==> src/rtl/rr_arbiter_ctrl.sv <==
// -----------------------------------------------------------------------------
// rr_arbiter_ctrl
//
// Round-robin arbiter sharing one downstream resource among N requesters.
// A winner is picked from the pending requests by scanning cyclically upward
// from a rotating priority pointer. The grant is registered and one-hot. A
// grant ends on the owner's done strobe, on the owner dropping its request, or
// when the hold limit is reached. Every release is followed by exactly one
// idle cycle, so muxed datapath selects driven by grant never overlap.
//
// Ports
//   clk      system clock, all state changes on the rising edge
//   r        asynchronous active-high reset
//   req      [N-1:0]  per-requester request level
//   done     [N-1:0]  per-requester release strobe (only the owner's bit counts)
//   grant    [N-1:0]  registered one-hot grant, all zero when idle
//   busy     1 while a grant is active (|grant)
//   owner    [OW-1:0] index of the current or most recently granted requester
//   timeout  one-cycle pulse in the idle cycle after a forced release
// -----------------------------------------------------------------------------
module rr_arbiter_ctrl #(
  parameter int N        = 4,
  parameter int MAX_HOLD = 15,
  parameter int OW       = (N > 1) ? $clog2(N) : 1
) (
  input  logic          clk,
  input  logic          r,
  input  logic [N-1:0]  req,
  input  logic [N-1:0]  done,
  output logic [N-1:0]  grant,
  output logic          busy,
  output logic [OW-1:0] owner,
  output logic          timeout
);

  // Hold counter sized to reach MAX_HOLD; a single unused bit when the
  // timeout is disabled.
  localparam int            CW        = (MAX_HOLD > 0) ? $clog2(MAX_HOLD + 1) : 1;
  localparam bit            HOLD_EN   = (MAX_HOLD > 0);
  localparam logic [CW-1:0] CNT_MAX   = CW'((MAX_HOLD > 0) ? MAX_HOLD : 1);
  localparam logic [CW-1:0] HOLD_LAST = CW'((MAX_HOLD > 0) ? (MAX_HOLD - 1) : 0);
  localparam logic [OW-1:0] LAST_IDX  = OW'(N - 1);
  // One extra bit so ptr + offset can be range-reduced without overflow.
  localparam int            SW        = OW + 1;
  localparam logic [SW-1:0] N_SUM     = SW'(N);

  typedef enum logic {
    IDLE  = 1'b0,
    GRANT = 1'b1
  } state_t;

  state_t        state_q, state_d;
  logic [N-1:0]  grant_q, grant_d;
  logic [OW-1:0] owner_q, owner_d;
  logic [OW-1:0] ptr_q,   ptr_d;
  logic [CW-1:0] cnt_q,   cnt_d;
  logic          timeout_q, timeout_d;

  // Cyclic priority search starting at ptr_q.
  logic          found;
  logic [OW-1:0] winner;
  logic [SW-1:0] sum;
  logic [OW-1:0] idx;

  // NOTE: every signal written in an always_comb gets a default at the top of
  // the block; a path that leaves one unassigned would infer a latch.
  always_comb begin
    found  = 1'b0;
    winner = '0;
    sum    = '0;
    idx    = '0;
    for (int i = 0; i < N; i++) begin
      sum = {1'b0, ptr_q} + SW'(i);
      if (sum >= N_SUM) sum = sum - N_SUM;
      idx = sum[OW-1:0];
      if (!found && req[idx]) begin
        found  = 1'b1;
        winner = idx;
      end
    end
  end

  // Release causes for the current owner.
  logic rel_done, rel_drop, rel_hold, release_now;

  always_comb begin
    rel_done    = done[owner_q];
    rel_drop    = ~req[owner_q];
    rel_hold    = HOLD_EN && (cnt_q == HOLD_LAST);
    release_now = rel_done | rel_drop | rel_hold;
  end

  // Next-state and output logic.
  always_comb begin
    state_d   = state_q;
    grant_d   = grant_q;
    owner_d   = owner_q;
    ptr_d     = ptr_q;
    cnt_d     = cnt_q;
    timeout_d = 1'b0;

    unique case (state_q)
      IDLE: begin
        if (found) begin
          state_d = GRANT;
          grant_d = N'(1) << winner;
          owner_d = winner;
          cnt_d   = '0;
        end
      end

      GRANT: begin
        if (release_now) begin
          state_d   = IDLE;
          grant_d   = '0;
          ptr_d     = (owner_q == LAST_IDX) ? '0 : owner_q + 1'b1;
          // Forced release only when neither done nor a dropped request
          // would have ended the grant on this edge anyway.
          timeout_d = rel_hold & ~rel_done & ~rel_drop;
        end else begin
          cnt_d = (cnt_q == CNT_MAX) ? cnt_q : cnt_q + 1'b1;
        end
      end

      default: state_d = IDLE;
    endcase
  end

  // NOTE: sequential state uses non-blocking assignments so all registers
  // update together from values sampled before the edge.
  always_ff @(posedge clk or posedge r) begin
    if (r) begin
      state_q   <= IDLE;
      grant_q   <= '0;
      owner_q   <= '0;
      ptr_q     <= '0;
      cnt_q     <= '0;
      timeout_q <= 1'b0;
    end else begin
      state_q   <= state_d;
      grant_q   <= grant_d;
      owner_q   <= owner_d;
      ptr_q     <= ptr_d;
      cnt_q     <= cnt_d;
      timeout_q <= timeout_d;
    end
  end

  assign grant   = grant_q;
  assign busy    = |grant_q;
  assign owner   = owner_q;
  assign timeout = timeout_q;

endmodule
==> config.mk <==
export PLATFORM = sky130hd
export DESIGN_NAME = rr_arbiter_ctrl
export DESIGN_NICKNAME = d
export VERILOG_FILES = /design/src/rtl/rr_arbiter_ctrl.sv
export SDC_FILE = /design/constraint.sdc
export NUM_CORES = 1
export LEC_CHECK = 0
export BUFFER_PORTS_ARGS = -buffer_cell sky130_fd_sc_hd__buf_2
export CAP_MARGIN = 40
export CORE_MARGIN = 2
export CORE_UTILIZATION = 58
export CTS_BUF_LIST = sky130_fd_sc_hd__clkbuf_2
export CTS_CLUSTER_DIAMETER = 50
export DETAILED_ROUTE_END_ITERATION = 8
export GPL_TIMING_DRIVEN = 0
export PLACE_DENSITY = 0.85
export SLEW_MARGIN = 20
export SYNTH_ARGS = -nofsm -noshare
export SYNTH_HDL_FRONTEND = slang
export SYNTH_SLANG_ARGS = --single-unit
==> constraint.sdc <==
create_clock -name clk -period 4.76 [get_ports clk]
set_clock_uncertainty 0.2 [all_clocks]
set_input_delay 0.238 -clock clk [delete_from_list [all_inputs] [get_ports clk]]
set_output_delay 0.238 -clock clk [all_outputs]
set_load 0.05 [all_outputs]
==> flow_summary.toml, run 1 <==
[outcome]
status = "finished clean"

[clock_tree]
cts_root_buf = "clkbuf_2"
htreeDepth = 1
tritoncts = "yes"
cts_resized = 0
clock_latency_ps = 290
clockBufferDepth = 2
post_cts_buffers = 0
numCtsBuffers = 3
path_clk_slew_ps = 140
holdBufCountCts = 1
cts_sinks = 14

[power]
leakage_nw = 0.463
p_total_mw = 0.615
seqPwrFrac_pct = 34.7
peakVddDrop_v = 0.000621
p_comb_share_pct = 56.2
power.share.clock_pct = 9.1
sw_frac_of_total_pct = 52.3
internal_power_mw = 0.293
powerDensity_nw_per_um2 = 670
power.switching_mw = 0.322

[critical_path]
critPathCaptureType = "register"
worstRegToRegCells = 3
crit_required_ps = 4720
arrival_ps = 1920
r2r-end = "ptr_q[1]$_DFFE_PP0P_"
start_kind = "register"
startpoint = "owner[1]$_DFFE_PP0P_"
path_cells = "mux4_2 -> a21oi_4 -> mux2_1"
rrSetupSlack_ps = 2800
critPathKind = "register to register"
cp_max_fo = 7
cp-endpoint = "ptr_q[1]$_DFFE_PP0P_"
critPathMaxStageDelay_ps = 630
crit_slowest_cell = "mux4_2"
r2r_start = "owner[1]$_DFFE_PP0P_"

[timing]
hold_viol_final = 0
slew_violations = 0
relSlewSlack_pct = 63.1
tightest_slew_ps = 547
setup-violations-final = 0
max_freq_mhz = 510
rsz0062_at_grt = "false"
period_minus_slack_ps = 1960
finalCritPeriodShare_pct = 41.2
tns_ps = 0

[global_routing]
antenna_found_initial = 0
grt_overflow = 0
grt_pass1_wl_mm = 2.10
grt_pass1_vias = 490
grtUsageTotal_pct = 19.7
grt_max_degree = 15

[synthesis]
synth_mux_area_share_pct = 10.8
synth_common_cells = "dfrtp_1 (14), nand2_1 (12), nor2_1 (5), nor2b_1 (5)"
yosysTopAreaCell = "dfrtp_1"
synth.avg_cell_area_um2 = 10.2
async_reset_ff_share_pct = 100
synth_top_family_by_area = "simple AND/OR/NAND/NOR gates"
yosys.area_share.simple_pct = 20.1
ys_types = 30
synth_top_area_share_pct = 44.6
syn_inst = 77
synth_edf_count = 0
ys_ff_latch = 14
syn-cell-area_um2 = 786
synth_most_common_cell = "dfrtp_1"
synth_seq_area_share_pct = 44.6
synth_area_leaders = "dfrtp_1 (45%), nand2_1 (5.7%), mux2i_1 (5.1%)"
synthFlopType = "dfrtp_1"
synthAdderAreaFrac_pct = 4.78
synthesis.nets = 90
yosysWarnings = 0
synth-xor-area-share_pct = 0
synth_compound_gate_area_share_pct = 16.9

[drt]
totalWireLength_mm = 1.49
drtAntennaViolNets = 0
vias = 654
via_per_inst = 5.74
post-route-drc-count = 0
drt_first_pass_iters = 4
drt-initial-drc-count = 14
wire_per_inst_um = 13.1

[job]
drv_cap = 0

[floorplanning]
dieArea_um2 = 1670
initial_core_util_pct = 61.1
core_region_area_um2 = 1280
die_h_um = 40.8
ios = 18
die_x_um = 40.8
rows = 13

[place]
place_inst = 109
portBuffers = 17
place_hpwl_mm = 1.12
place.gp.congestion = 0.730

[final_layout]
stdcell_count = 114
seq_area_um2 = 350
multiInputGateArea_um2 = 413
fin_nets = 113
area_growth_pct = 16.9
drive_gt1_share_pct = 23.2
diodes = 0
nFillCells = 95

[min_path]
hold_path_class = "input port to register"
state kept, by name (all words and copies together) (netlist names):
| signal | cells |
|---|---|
| ptr_q | 2 |
| grant | 4 |
| cnt_q | 4 |
| timeout | 1 |
| state_q | 1 |
| owner | 2 |
area by class of cell:
class                   count  share of cell area, %
repair buffers             18                   10.4
inverters                   5                   2.04
flip-flops and latches     14                   38.1
clock inverters             1                  0.409
plain buffers               1                  0.409
clock buffers               3                   1.63
well taps                  15                   2.04
multi-input cells          57                   45.0
through the flow:
step / instance area (um^2) / util (%) / hold WS (ps) / worst slack, ps
floorplan: 786 / - / -72.8 / 2590
global placement: 890 / 69.2 / 95.6 / 2780
detailed placement: 890 / 69.2 / 104 / 2770
CTS: 918 / 71.5 / 145 / 2780
global route: 918 / 71.5 / 163 / 2700
finish: 918 / 71.5 / 152 / 2800
metal layers:
layer / wire [um] / vias up / global-route usage [%]
met5: 0 / - / 0
met4: 22 / 0 / 10.0
met3: 92 / 4 / 3.26
met2: 670 / 22 / 27.7
met1: 704 / 307 / 28.7
li1: - / 321 / -
layout by cell type, fill, tap and decap left out, drive strengths merged, types with 2 or more instances in the layout:
master,count
a21oi,3
buf,17
clkbuf,4
clkinv,2
dfrtp,14
ha,3
inv,4
mux2,2
mux2i,4
nand2,12
nand2b,2
nor2,5
nor2b,5
nor3,2
o211a,2
o21ai,2
o2bb2ai,2
o32ai,2
power groups by stage:
stage	Combinational (mW)	Clock [mW]	Sequential, mW
6_report	0.346	0.0560	0.213
5_1_grt	0.370	0.0612	0.221
4_1_cts	0.348	0.0571	0.214
3_5_place_dp	0.345	0	0.216
3_3_place_gp	0.340	0	0.212
2_1_floorplan	0.191	0	0.291
critical path, delay by kind of cell (launching register included):
family          cells  cell delay [ps]
mux                 2              970
compound gates      1              250
flops               1              430
logic make-up (layout without fill, tap and decap cells):
| kind of cell | Yosys count | count (layout) |
|---|---|---|
| AO/OA/AOI/OAI | 15 | 15 |
| adder cells (fa/ha/maj) | 3 | 3 |
| buffers and inverters | 6 | 28 |
| flip-flops | 14 | 14 |
| multiplexers | 7 | 7 |
| AND/OR/NAND/NOR | 32 | 32 |
worst min-delay path by stage:
stage                      endpoint  cells past startpoint   start  slack, ps
2_1_floorplan  cnt_q[0]$_DFFE_PP0P_                      1       r        -70
3_3_place_gp   cnt_q[0]$_DFFE_PP0P_                      2       r        100
3_5_place_dp   grant[3]$_DFFE_PP0P_                      2       r        100
4_1_cts        cnt_q[3]$_DFFE_PP0P_                      4  req[3]        140
5_1_grt        cnt_q[3]$_DFFE_PP0P_                      4  req[3]        160
6_report       cnt_q[3]$_DFFE_PP0P_                      4  req[3]        150
No activity file was read; power rests on OpenSTA's default activity.
==> inputs of run 2 (changes only) <==
--- a/config.mk
+++ b/config.mk
@@ -5,6 +5,7 @@
 export SDC_FILE = /design/constraint.sdc
 export NUM_CORES = 1
 export LEC_CHECK = 0
+export ABC_AREA = 1
 export BUFFER_PORTS_ARGS = -buffer_cell sky130_fd_sc_hd__buf_2
 export CAP_MARGIN = 40
 export CORE_MARGIN = 2
@@ -13,7 +14,7 @@
 export CTS_CLUSTER_DIAMETER = 50
 export DETAILED_ROUTE_END_ITERATION = 8
 export GPL_TIMING_DRIVEN = 0
-export PLACE_DENSITY = 0.85
+export PLACE_DENSITY = 0.82
 export SLEW_MARGIN = 20
 export SYNTH_ARGS = -nofsm -noshare
 export SYNTH_HDL_FRONTEND = slang
==> constraint.sdc (replaced) <==
create_clock -name clk -period 1.9 [get_ports clk]
set_clock_uncertainty 0.2 [all_clocks]
set_input_delay 0.095 -clock clk [delete_from_list [all_inputs] [get_ports clk]]
set_output_delay 0.095 -clock clk [all_outputs]
set_load 0.05 [all_outputs]
==> flow_summary.toml, run 2 <==
[final_layout]
diodes = 0
seq_area_um2 = 353
drive_gt1_share_pct = 29.9
multiInputGateArea_um2 = 654
mostFrequentLayoutCell = "nand2_1"
utilization_pct = 75.8
fin_nets = 191
nFillCells = 149
most-common-layout-cells = "nand2_1 (44), nand3_1 (22), buf_2 (17)"
area_growth_pct = 21.6

[floorplanning]
core_region_area_um2 = 1750
ios = 18
initial_core_util_pct = 62.4
die_x_um = 47.3
dieArea_um2 = 2240
die_h_um = 47.3
rows = 15

[clock_tree]
tritoncts = "yes"
cts_root_buf = "clkbuf_2"
clockBufferDepth = 2
cts_sinks = 14
clock_latency_ps = 300
numCtsBuffers = 3
htreeDepth = 1
path_clk_slew_ps = 150

[global_routing]
grt_overflow = 0
antenna_found_initial = 0
grt_max_degree = 15
grt_pass1_wl_mm = 3.66
grt_pass1_vias = 866
grtUsageTotal_pct = 22.8

[drt]
drt_first_pass_iters = 4
wl_met1_mm = 1.08
via_per_inst = 5.44
totalWireLength_mm = 2.39
wl_met3_um = 143
post-route-drc-count = 0
wire_per_inst_um = 11.8
drtAntennaViolNets = 0
top_layer = "met4"
wl_met2_mm = 1.16
drt-initial-drc-count = 45
vias = 1099

[critical_path]
path_cells = "buf_6 -> nand2_1 -> nand2_1 -> o21ai_2 -> nand3b_4 -> nand2_4 -> buf_4 -> nand3_1 -> o21ai_0"
crit_required_ps = 1880
path_buf_inv = 2
crit_slowest_cell = "dfrtp_2"
crit_top_cell = "nand2_1"
cp_max_fo = 6
critPathKind = "register to register"
cp_top_family = "flip-flops"
critPathCaptureType = "register"
arrival_ps = 1820
critPathMaxStageDelay_ps = 490
start_kind = "register"

[synthesis]
synth-xor-area-share_pct = 1.61
yosysWarnings = 0
ys_ff_latch = 14
async_reset_ff_share_pct = 100
synth_top_family_by_area = "simple AND/OR/NAND/NOR gates"
synth_area_leaders = "dfrtp_1 (32%), nand2_1 (16%), nand3_1 (10%)"
yosys.area_share.simple_pct = 45.5
yosysTopAreaCell = "dfrtp_1"
synth_common_cells = "nand2_1 (45), nand3_1 (22), dfrtp_1 (14), inv_1 (14), nand2_2 (8)"
synth_top_area_share_pct = 32.2
synth_mux_area_share_pct = 0
ys_types = 26
synthAdderAreaFrac_pct = 3.45
synth.avg_cell_area_um2 = 7.41
synthesis.nets = 160
synth_compound_gate_area_share_pct = 9.31
synthFlopType = "dfrtp_1"
synth_seq_area_share_pct = 32.2
syn-cell-area_um2 = 1090
syn_inst = 147
synth_most_common_cell = "nand2_1"
synth_edf_count = 0

[timing]
finalCritPeriodShare_pct = 96.8
max_freq_mhz = 544
relSlewSlack_pct = 64.7
setup-violations-final = 0
tightest_slew_ps = 529
period_minus_slack_ps = 1840
rsz0062_at_grt = "true"
slew_violations = 0
tns_ps = 0
layout_setup_ws_ps = 61.0
hold_viol_final = 0

[job]
drv_cap = 0

[place]
place_hpwl_mm = 1.72
portBuffers = 17
place.gp.congestion = 0.859
pre_cts_ws_ps = 44.8

[power]
peakVddDrop_v = 0.00131
leakage_nw = 0.749
powerDensity_nw_per_um2 = 1970

[outcome]
status = "finished clean"

[min_path]
hold_path_class = "input port to register"
run 2: through the flow:
| stage | instances | area [um^2] | hold slack [ps] | total power, mW |
|---|---|---|---|---|
| 2_1_floorplan | 147 | 1090 | -216 | 1.89 |
| 3_5_place_dp | 189 | 1200 | -45.0 | 2.20 |
| 4_1_cts | 194 | 1230 | 27.0 | 2.35 |
| 3_3_place_gp | 189 | 1200 | -56.7 | 2.15 |
| 5_1_grt | 202 | 1320 | 71.4 | 2.82 |
| 6_report | 202 | 1320 | 21.0 | 2.61 |
run 2: path summary, 6_finish.rpt:
check,start,end,slack (ps),cells past startpoint
max in group asynchronous,r,ptr_q[0]$_DFFE_PP0P_,950,3
worst min register to register,cnt_q[0]$_DFFE_PP0P_,cnt_q[0]$_DFFE_PP0P_,340,1
worst max-delay path,ptr_q[0]$_DFFE_PP0P_,cnt_q[1]$_DFFE_PP0P_,60,9
worst min-delay path,done[1],timeout$_DFF_PP0_,20,6
worst max register to register,ptr_q[0]$_DFFE_PP0P_,cnt_q[1]$_DFFE_PP0P_,60,9
min in group asynchronous,r,grant[2]$_DFFE_PP0P_,150,3
run 2: kinds of logic after synthesis:
group	count (synthesis)
buffers and inverters	18
and+or+nand+nor	94
xor gates and xnor gates	2
DFF	14
AOI/OAI and AO/OA	16
adders and majority gates	3
run 2: final cells by class:
type,count,share of cell area [%]
inverter,16,5.10
clock inverter,1,0.284
clock buffer,3,1.13
multi-input combinational,115,49.4
tap,25,2.36
sequential,14,26.7
timing repair buffer,26,13.0
buffer,2,1.98
run 2: where the power goes:
group | total, mW | internal [mW] | switching, mW
clock | 0.150 | 0.0457 | 0.104
combinational | 1.92 | 0.721 | 1.20
sequential | 0.532 | 0.408 | 0.124
total | 2.61 | 1.17 | 1.43
run 2: per-layer routing:
layer,vias up,global-route usage (%)
met5,-,0
met4,0,2.78
met3,4,5.77
met2,40,37.0
met1,510,31.6
li1,545,-
run 2: worst min-delay path, cell delays in order:
cell     delay (ps)
buf_2            70
o21ai_0          80
nand3_1          70
nand2_1          90
nand2_1          70
nor2_1           30
run 2: timing repair:
action | in CTS | in global routing
setup endpoints to repair | 0 | 11
resized for setup | 0 | 7
buffers inserted | 0 | 7
hold buffers | 1 | 0
endpoints found under the hold margin | 14 | 0
